==> src/rtl/acc_drain.sv <==
// rtl/acc_drain.sv - accumulator result capture, reserved-slot FIFO and AXI-Stream output
module acc_drain #(
  parameter int WidthY  = 16,
  parameter int Latency = 1,
  parameter int Depth   = 4,
  parameter int Beats   = 8
) (
  input  logic              clk_i,
  input  logic              rst_i,
  output logic              acc_en_o,
  input  logic              acc_valid_i,
  input  logic              acc_last_i,
  input  logic [WidthY-1:0] acc_y_i,
  output logic [WidthY-1:0] m_axis_tdata_o,
  output logic              m_axis_tvalid_o,
  input  logic              m_axis_tready_i,
  output logic              m_axis_tlast_o
);

  localparam int AW = $clog2(Depth);
  localparam int CW = AW + 1;
  localparam int BW = (Beats > 1) ? $clog2(Beats) : 1;

  logic [Latency-1:0] r_tag;
  logic [WidthY-1:0]  r_mem [Depth];
  logic [AW-1:0]      r_wr_ptr;
  logic [AW-1:0]      r_rd_ptr;
  logic [CW-1:0]      r_count;
  logic [BW-1:0]      r_beat;

  logic [31:0]        w_inflight;
  logic [31:0]        w_reserved;
  logic               w_en;
  logic               w_push;
  logic               w_pop;

  // Slots already claimed: buffered results plus results still travelling through the accumulator
  always_comb begin
    w_inflight = '0;
    for (int i = 0; i < Latency; i++) begin
      w_inflight = w_inflight + 32'(r_tag[i]);
    end
    w_reserved = 32'(r_count) + w_inflight;
  end

  // Only let a new term enter the accumulator when every in-flight result is guaranteed a slot
  assign w_en     = !rst_i && (w_reserved < 32'(Depth));
  assign acc_en_o = w_en;

  assign w_push = w_en && r_tag[Latency-1];
  assign w_pop  = m_axis_tvalid_o && m_axis_tready_i;

  assign m_axis_tvalid_o = (r_count != '0);
  assign m_axis_tdata_o  = r_mem[r_rd_ptr];
  assign m_axis_tlast_o  = m_axis_tvalid_o && (r_beat == BW'(Beats - 1));

  // Tag pipe follows each final term through the enable-gated accumulator latency
  always_ff @(posedge clk_i) begin
    if (rst_i) begin
      r_tag <= '0;
    end else if (w_en) begin
      r_tag[0] <= acc_valid_i & acc_last_i;
      for (int i = 1; i < Latency; i++) begin
        r_tag[i] <= r_tag[i-1];
      end
    end
  end

  // Circular result buffer; reservation above makes overflow impossible
  always_ff @(posedge clk_i) begin
    if (rst_i) begin
      r_wr_ptr <= '0;
      r_rd_ptr <= '0;
      r_count  <= '0;
      for (int i = 0; i < Depth; i++) begin
        r_mem[i] <= '0;
      end
    end else begin
      if (w_push) begin
        r_mem[r_wr_ptr] <= acc_y_i;
        r_wr_ptr        <= r_wr_ptr + AW'(1);
      end
      if (w_pop) begin
        r_rd_ptr <= r_rd_ptr + AW'(1);
      end
      case ({w_push, w_pop})
        2'b10:   r_count <= r_count + CW'(1);
        2'b01:   r_count <= r_count - CW'(1);
        default: r_count <= r_count;
      endcase
    end
  end

  // Beat position inside the current output packet, advanced on every accepted result
  always_ff @(posedge clk_i) begin
    if (rst_i) begin
      r_beat <= '0;
    end else if (w_pop) begin
      r_beat <= (r_beat == BW'(Beats - 1)) ? '0 : r_beat + BW'(1);
    end
  end

endmodule

==> config.mk <==
export PLATFORM = sky130hd
export DESIGN_NAME = acc_drain
export DESIGN_NICKNAME = d
export VERILOG_FILES = /design/src/rtl/acc_drain.sv
export SDC_FILE = /design/constraint.sdc
export NUM_CORES = 1
export LEC_CHECK = 0
export BUFFER_PORTS_ARGS = -buffer_cell sky130_fd_sc_hd__buf_2
export CELL_PAD_IN_SITES_DETAIL_PLACEMENT = 1
export CELL_PAD_IN_SITES_GLOBAL_PLACEMENT = 2
export CORE_MARGIN = 2
export CORE_UTILIZATION = 45
export CTS_CLUSTER_SIZE = 40
export DETAILED_ROUTE_END_ITERATION = 7
export PLACE_DENSITY_LB_ADDON = 0.2
export SLEW_MARGIN = 20
export SYNTH_ARGS = -nofsm -noshare
export SYNTH_HDL_FRONTEND = slang
export SYNTH_SLANG_ARGS = --single-unit
export TNS_END_PERCENT = 100
==> constraint.sdc <==
create_clock -name clk_i -period 5.7 [get_ports clk_i]
set_clock_uncertainty 0.2 [all_clocks]
set_input_delay 0.57 -clock clk_i [delete_from_list [all_inputs] [get_ports clk_i]]
set_output_delay 0.57 -clock clk_i [all_outputs]
set_load 0.005 [all_outputs]
After elaboration in Yosys (flattened, before gate mapping)

Memories as Yosys holds them, arrays and structs flattened. A register that Yosys moved wholly into a read port is not among the register bits.
Cells that the tools add are included.

Bits in registers: 11
RAM bits: 64
Bits of input ports: 21
Output and inout port bits: 19
Logic and storage cells: 37
Memories kept: 1

Memory list:

| memory | words | width | rd ports | clocked after memory_dff | wr ports | RTL line | source |
|---|---|---|---|---|---|---|---|
| r_mem  | 4     | 16    | 1        | 1                        | 4        | 25       | `logic [WidthY-1:0] r_mem [Depth];` |

Add/sub/neg operators: 6
Magnitude comparators: 1
Eq/ne operators: 3
Multiplexer cells: 12
Bitwise logic cells: 1
Reduce and logical (&&, ||, !) cells: 8

Operators with widths:

| operator                                                    | number |
|---|---|
| 2-to-1 mux 16 bit                                           | 1 |
| OR reduction 16 bit                                         | 1 |
| adder 3 x 1 -> 3 bit (second input constant)                | 2 |
| 2-to-1 mux 1 bit                                            | 6 |
| 2-to-1 mux 2 bit                                            | 3 |
| case mux 3 bit (2 select lines)                             | 1 |
| adder 2 x 1 -> 2 bit (second input constant)                | 2 |
| adder 3 x 1 -> 4 bit                                        | 1 |
| logical AND 1 bit                                           | 4 |
| less-than comparator 4 x 3 -> 1 bit (second input constant) | 1 |
| equality test 3 bit (second input constant)                 | 1 |
| 2-to-1 mux 3 bit                                            | 1 |
| nonzero test 3 bit                                          | 1 |
| subtractor 3 x 1 -> 3 bit (second input constant)           | 1 |
| equality test 2 x 1 -> 1 bit (second input constant)        | 1 |
| equality test 2 bit (second input constant)                 | 1 |
| nonzero test 2 bit                                          | 1 |
| bitwise AND 1 bit                                           | 1 |
| zero test 1 bit                                             | 1 |

Longest topological paths before layout

Gate-level depths: netlist of the first run.

Word-level depth: 9
Depth in mapped cells: 11

Worst setup path after synthesis of the first run

Ideal clock, no wire load.

Kind: input to register
Start point: in rst_i
End point: reg r_count[2]
Arrival: 2310 ps
Slack: 3119 ps
Stages on the path: 11
Buffers on the path: 2
Cells stage by stage: buf_2 > nor3b_2 > buf_4 > and2_1 > inv_1 > ha_1 > inv_1 > fa_1 > xor2_1 > or3_1 > a21oi_1

Longest elaborated chain between the ends: 5
Elaborated cells between the ends (all ways): 7
Classes of those cells: eq/ne (2); mux (1); reduce/logical (4)

RTL lines:

| item                                                                  | RTL line | source |
|---|---|---|
| start, declared                                                       | 9        | `input logic rst_i,` |
| zero test 1 bit                                                       | 47       | `assign w_en = !rst_i && (w_reserved < 32'(Depth));` |
| logical AND 1 bit                                                     | 47       |  |
| logical AND 1 bit                                                     | 50       | `assign w_push = w_en && r_tag[Latency-1];` |
| equality test 2 x 1 -> 1 bit or equality test 2 bit (tied branches)   | 86       | `case ({w_push, w_pop})` |
| case mux 3 bit (2 select lines) or nonzero test 2 bit (tied branches) | --       |  |
| end signal, assigned                                                  | 87       | `2'b10: r_count <= r_count + CW'(1);` |
| end signal, assigned                                                  | 88       | `2'b01: r_count <= r_count - CW'(1);` |
| end signal, assigned                                                  | 89       | `default: r_count <= r_count;` |
| end, declared                                                         | 28       | `logic [CW-1:0] r_count;` |

Several ways; a longest one is shown, not always the timed one.
A chain may end at the register's enable or synchronous reset.

Worst setup path after layout of the first run

Start point: reg r_count[0]
End point: reg r_count[2]

Longest elaborated chain between the ends: 6
Elaborated cells between the ends (all ways): 12
Classes of those cells: add/sub (3); order compare (1); eq/ne (2); mux (1); reduce/logical (5)

RTL lines:

| item                                                                  | RTL line | source |
|---|---|---|
| adder 3 x 1 -> 4 bit                                                  | 43       | `w_reserved = 32'(r_count) + w_inflight;` |
| less-than comparator 4 x 3 -> 1 bit                                   | 47       |  |
| logical AND 1 bit                                                     | 47       |  |
| logical AND 1 bit                                                     | 50       |  |
| equality test 2 x 1 -> 1 bit or equality test 2 bit (tied branches)   | 86       |  |
| case mux 3 bit (2 select lines) or nonzero test 2 bit (tied branches) | --       |  |

Several ways; a longest one is shown, not always the timed one.

==> results of run 1 <==
[cell usage after synthesis]
| library cell | number |
|---|---|
| a211oi_1 | 1 |
| nor4b_4 | 2 |
| and3_1 | 16 |
| xor2_1 | 4 |
| a311oi_1 | 1 |
| clkbuf_1 | 5 |
| and2_1 | 51 |
| inv_1 | 6 |
| nand2_1 | 2 |
| mux4_2 | 16 |
| ha_1 | 3 |
| a21oi_1 | 4 |
| mux2i_1 | 3 |
| edfxtp_1 | 64 |
| nor2_1 | 8 |
| buf_6 | 1 |
| a31o_2 | 1 |
| or3_1 | 3 |
| nand2b_1 | 1 |
| o311ai_0 | 1 |
| nand3b_1 | 1 |
| fa_1 | 1 |
| o21ai_0 | 2 |
| buf_2 | 3 |
| or2_2 | 4 |
| buf_4 | 2 |
| nor3b_2 | 1 |
| and4_1 | 1 |
| dfxtp_1 | 13 |
| o31ai_2 | 1 |
| clkbuf_2 | 2 |
[sequential cells by signal, indices dropped and copies added, names as in the netlist, named ones only]
name / flops
r_rd_ptr: 2
r_tag: 1
r_wr_ptr: 2
r_beat: 3
r_count: 3
r_mem: 64
[stage by stage]
| step | power [mW] | cells | cell area, µm² | worst slack [ns] |
|---|---|---|---|---|
| floorplan | 0.722 | 224 | 3420 | 3.12 |
| CTS | 1.15 | 366 | 3860 | 2.95 |
| global placement | 0.762 | 350 | 3670 | 2.83 |
| finish | 1.14 | 366 | 3860 | 3.00 |
| global route | 1.18 | 366 | 3860 | 2.78 |
| detailed placement | 0.765 | 350 | 3670 | 2.74 |
[worst paths after layout]
path                    from          to  slack (ns)
setup / recovery  r_count[0]  r_count[2]        3.00
hold / removal    acc_last_i       r_tag        0.29
setup reg to reg  r_count[0]  r_count[2]        3.00
hold reg to reg        r_tag       r_tag        0.30
[kinds of logic (layout without fill, tap and decap cells)]
family	Yosys count	in the layout	synth area share (%)
AOI/OAI and AO/OA	11	11	2.23
xor gates and xnor gates	4	4	1.03
adders and majority gates	4	4	1.68
buffers and inverters	19	62	2.71
DFF	77	77	63.9
muxes	19	19	11.4
and+or+nand+nor	90	90	17.1
[cell type report]
| class | count | area share, % |
|---|---|---|
| clock buffers | 11 | 3.95 |
| flip-flops and latches | 77 | 56.6 |
| inverters | 6 | 0.583 |
| multi-input cells | 128 | 29.6 |
| clock inverters | 5 | 0.843 |
| well taps | 99 | 3.21 |
| repair buffers | 40 | 5.25 |
[layer usage]
layer  vias to the layer above  GRT usage (%)  part of all wire (%)
met5                         -              0                     0
met4                         0           7.58                   1.5
met3                         8           3.07                   3.9
met2                        50           27.5                    47
met1                       982           24.7                    47
li1                        900              -                     -
[report_power, final]
part           internal [mW]  switching [mW]  total (mW)  leakage, nW
combinational         0.0503          0.0442      0.0945        0.655
clock                  0.184           0.202       0.387       0.0948
sequential             0.633          0.0219       0.655        0.768
[critical path, stage by stage, from the launching register on]
cell	delay, ns
dfxtp_1	0.46
nand2_1	0.41
and2_1	0.32
inv_1	0.06
ha_1	0.17
inv_1	0.06
fa_1	0.37
xor2_1	0.16
or3_1	0.30
a21oi_1	0.13
==> results.cfg, run 1 <==
[run_status]
status = complete, no violations

[yosys]
synth_cell_types = 31
yosysSeqAreaShare_pct = 63.9
synth_area_per_cell_um2 = 15.3
synth-seq-cells = 77
synth.net_count = 249
synthTopCellsByArea = edfxtp_1, mux4_2, and2_1, dfxtp_1, and3_1
syn_inst = 224
syn_area_um2 = 3420
synth_top_area_share_pct = 56.2
yosys.area.top_type = edfxtp_1
yosysWarnings = 0

[place]
gp_congestion = 0.719
io_buffers = 39
dp_hpwl_mm = 4.55

[clock_network]
cts_resized = 0
cts_root_buf = clkbuf_8
cts_made_buffers = 9
cts_hold_buf = 0
cts_buffer_depth = 2
htreeDepth = 3
clock-sinks = 77
cts_tree = yes
cts_setup_buffers = 0
insertion_delay_ns = 0.34
path_clk_slew_ns = 0.08

[cells_and_area]
antenna_cells = 0
area_growth_pct = 13.0
drive_gt1_share_pct = 30.3
regArea_um2 = 2180
multi_input_area_um2 = 1140
most-common-layout-cells = edfxtp_1, and2_1, buf_2
fin_nets = 287
nFillCells = 767
utilization_pct = 52.9
layout_commonest_cell = edfxtp_1

[critical_path]
cp_max_fo = 19
crit_type = reg -> reg
start_kind = flip-flop
crit_path_end_kind = flip-flop
reg2reg_depth = 9
cp.required_ns = 5.78
cp.arrival_ns = 2.78

[sta]
finalSetupViolCount = 0
rsz0062_at_grt = false
finalHoldViolCount = 0
timing.final.crit_share_pct = 47.4
drv_slew = 0
hold_slack_ns = 0.287
slew_headroom_pct = 45.2
worst_slew_pin_slew_ns = 0.821
tns_ns = 0
min_period_ns = 2.70
fmax_mhz = 370

[drt]
ant_nets = 0
drt_wl_total_mm = 6.81
drt_iter0_markers = 109
routed_via_density = 5.30
drt_pass1_iterations = 4
wl_per_cell_um = 18.6
drc = 0
num_vias = 1940

[global_routing]
gr-total-overflow = 0
grtUsageTotal_pct = 17.7
grt_max_degree = 22
grt_pass1_wl_mm = 11.0
antenna_found_initial = 0
grt_pass1_vias = 2026

[flow_run]
max_cap_violations = 0

[die]
rows = 31
core-area_um2 = 7290
die_y_um = 91.1
die_x_um = 91.1
initial_utilization_pct = 46.9
io_pins = 40
dieArea_um2 = 8310

[worst_hold_path]
worstHoldPathCells = 3
hold_path_class = in -> reg

[power]
vdd_drop_max_uv = 137
p_per_area_nw_per_um2 = 294
p_leak_nw = 1.52
(Power assumes the default switching activity.)
==> run 2: changes to the inputs <==
--- a/config.mk
+++ b/config.mk
@@ -9,7 +9,7 @@
 export CELL_PAD_IN_SITES_DETAIL_PLACEMENT = 1
 export CELL_PAD_IN_SITES_GLOBAL_PLACEMENT = 2
 export CORE_MARGIN = 2
-export CORE_UTILIZATION = 45
+export CORE_UTILIZATION = 41
 export CTS_CLUSTER_SIZE = 40
 export DETAILED_ROUTE_END_ITERATION = 7
 export PLACE_DENSITY_LB_ADDON = 0.2
==> constraint.sdc (replaced) <==
create_clock -name clk_i -period 2.6 [get_ports clk_i]
set_clock_uncertainty 0.2 [all_clocks]
set_input_delay 0.26 -clock clk_i [delete_from_list [all_inputs] [get_ports clk_i]]
set_output_delay 0.26 -clock clk_i [all_outputs]
set_load 0.005 [all_outputs]
==> results.cfg, run 2 (synthesis gave the netlist of run 1 again) <==
[critical_path]
start_kind = flip-flop
cp.arrival_ns = 2.34
worstSetupEndpoint = r_count[2]
crit_type = reg -> reg
rrSetupSlack_ns = 0.34
cp_max_fo = 7
reg2reg_depth = 9
reg2reg_to = r_count[2]
max_stage_delay_ns = 0.45
crit_slowest_cell = dfxtp_1
r2r_start = r_count[0]
critical_path.most_common_cell = inv_1
crit_chain = nand2_1 > and2_1 > inv_1 > ha_1 > inv_1 > fa_1 > xor2_1 > or3_1 > a21oi_1
critPathTopFamily = simple AND/OR/NAND/NOR gates
crit_cells = 9
crit_path_end_kind = flip-flop
setup.worst_path.start = r_count[0]
cp.required_ns = 2.68
crit_buf_inv = 2

[die]
dieArea_um2 = 9080
initial_utilization_pct = 42.0
io_pins = 40
rows = 33
die_x_um = 95.3
die_y_um = 95.3
core-area_um2 = 8130

[worst_hold_path]
hold_path_startpoint = acc_y_i[7]
hold_path_class = in -> reg
worstHoldPathCells = 2

[place]
gp_congestion = 0.712
dp_hpwl_mm = 4.60
io_buffers = 39

[global_routing]
antenna_found_initial = 0
grt_max_degree = 21
grtUsageTotal_pct = 17.3
grt_pass1_vias = 2099
grt_pass1_wl_mm = 11.2
gr-total-overflow = 0

[cells_and_area]
nFillCells = 819
utilization_pct = 48.4
top_register = r_mem
largest_registers = r_mem (64), r_beat (3), r_count (3)
multi_input_area_um2 = 1140
regArea_um2 = 2180
fin_nets = 298
largest_register_ffs = 64
area_growth_pct = 15.2
antenna_cells = 0
most-common-layout-cells = edfxtp_1, and2_1, buf_2
drive_gt1_share_pct = 30.9
layout_commonest_cell = edfxtp_1

[drt]
drt_wl_total_mm = 7.06
ant_nets = 0
met1_length_mm = 2.94
routed.top_layer = met4
routed_via_density = 5.06
wl_per_cell_um = 18.4
dr_wl_met3_um = 249
drt_pass1_iterations = 4
wl_met2_mm = 3.73
num_vias = 1938
drc = 0
drt_iter0_markers = 39

[sta]
finalSetupViolCount = 0
finalHoldViolCount = 0
timing.final.crit_share_pct = 86.9
worst_slew_pin_slew_ns = 0.511
rsz0062_at_grt = false
drv_slew = 0
slew_headroom_pct = 65.9
hold_slack_ns = 0.0267
min_period_ns = 2.26
fmax_mhz = 443
tns_ns = 0

[clock_network]
path_clk_slew_ns = 0.08
cts_buffer_depth = 2
cts_root_buf = clkbuf_8
insertion_delay_ns = 0.34
cts_tree = yes
htreeDepth = 3
cts_made_buffers = 9
clock-sinks = 77

[run_status]
status = complete, no violations

[flow_run]
max_cap_violations = 0

[power]
p_per_area_nw_per_um2 = 615
vdd_drop_max_uv = 301
p_leak_nw = 1.56
total_power_mw = 2.42
[run 2: what timing repair did]
| action | 4_1_cts | 5_1_grt |
|---|---|---|
| hold endpoints to repair | 1 | 0 |
| setup buffers | 0 | 0 |
| endpoints found under the setup margin | 0 | 0 |
| hold buffers | 2 | 0 |
| resized for setup | 0 | 0 |
[run 2: worst reg2reg max path: cells and delay by family (launching register included)]
family	cells	cell delay (ns)
simple gates	3	0.58
fa+ha+maj	2	0.54
flops	1	0.45
xor+xnor	1	0.16
compound gates	1	0.14
buf+inv	2	0.12
[run 2: per-layer routing]
layer	vias to the layer above	GRT usage [%]
met5	-	0
li1	924	-
met3	13	3.79
met1	965	20.8
met2	36	30.5
met4	0	6.52
[run 2: final cells by class]
class | count | share of cell area (%)
Sequential cell | 77 | 55.5
Multi-Input combinational cell | 128 | 29.0
Timing Repair Buffer | 51 | 7.69
Clock buffer | 13 | 3.53
Tap cell | 105 | 3.34
Inverter | 6 | 0.572
Clock inverter | 3 | 0.382
[run 2: through the flow]
step	instances	setup slack (ns)	instance area [µm²]
5_1_grt	383	0.136	3940
3_5_place_dp	365	0.332	3760
6_report	383	0.341	3940
4_1_cts	383	0.291	3940
3_3_place_gp	365	0.385	3760
2_1_floorplan	224	0.296	3420
[run 2: where the power goes]
group,switching [mW],internal [mW]
clock,0.416,0.344
sequential,0.0312,1.39
combinational,0.117,0.126
total,0.563,1.86
[run 2: how the worst min path moves through the flow]
| stage | to | slack (ns) |
|---|---|---|
| 2_1_floorplan | r_tag | 0.22 |
| 3_3_place_gp | r_beat[0] | 0.26 |
| 3_5_place_dp | r_beat[0] | 0.29 |
| 4_1_cts | r_mem[0][7] | 0.01 |
| 5_1_grt | r_mem[2][15] | 0.02 |
| 6_report | r_mem[0][7] | 0.03 |
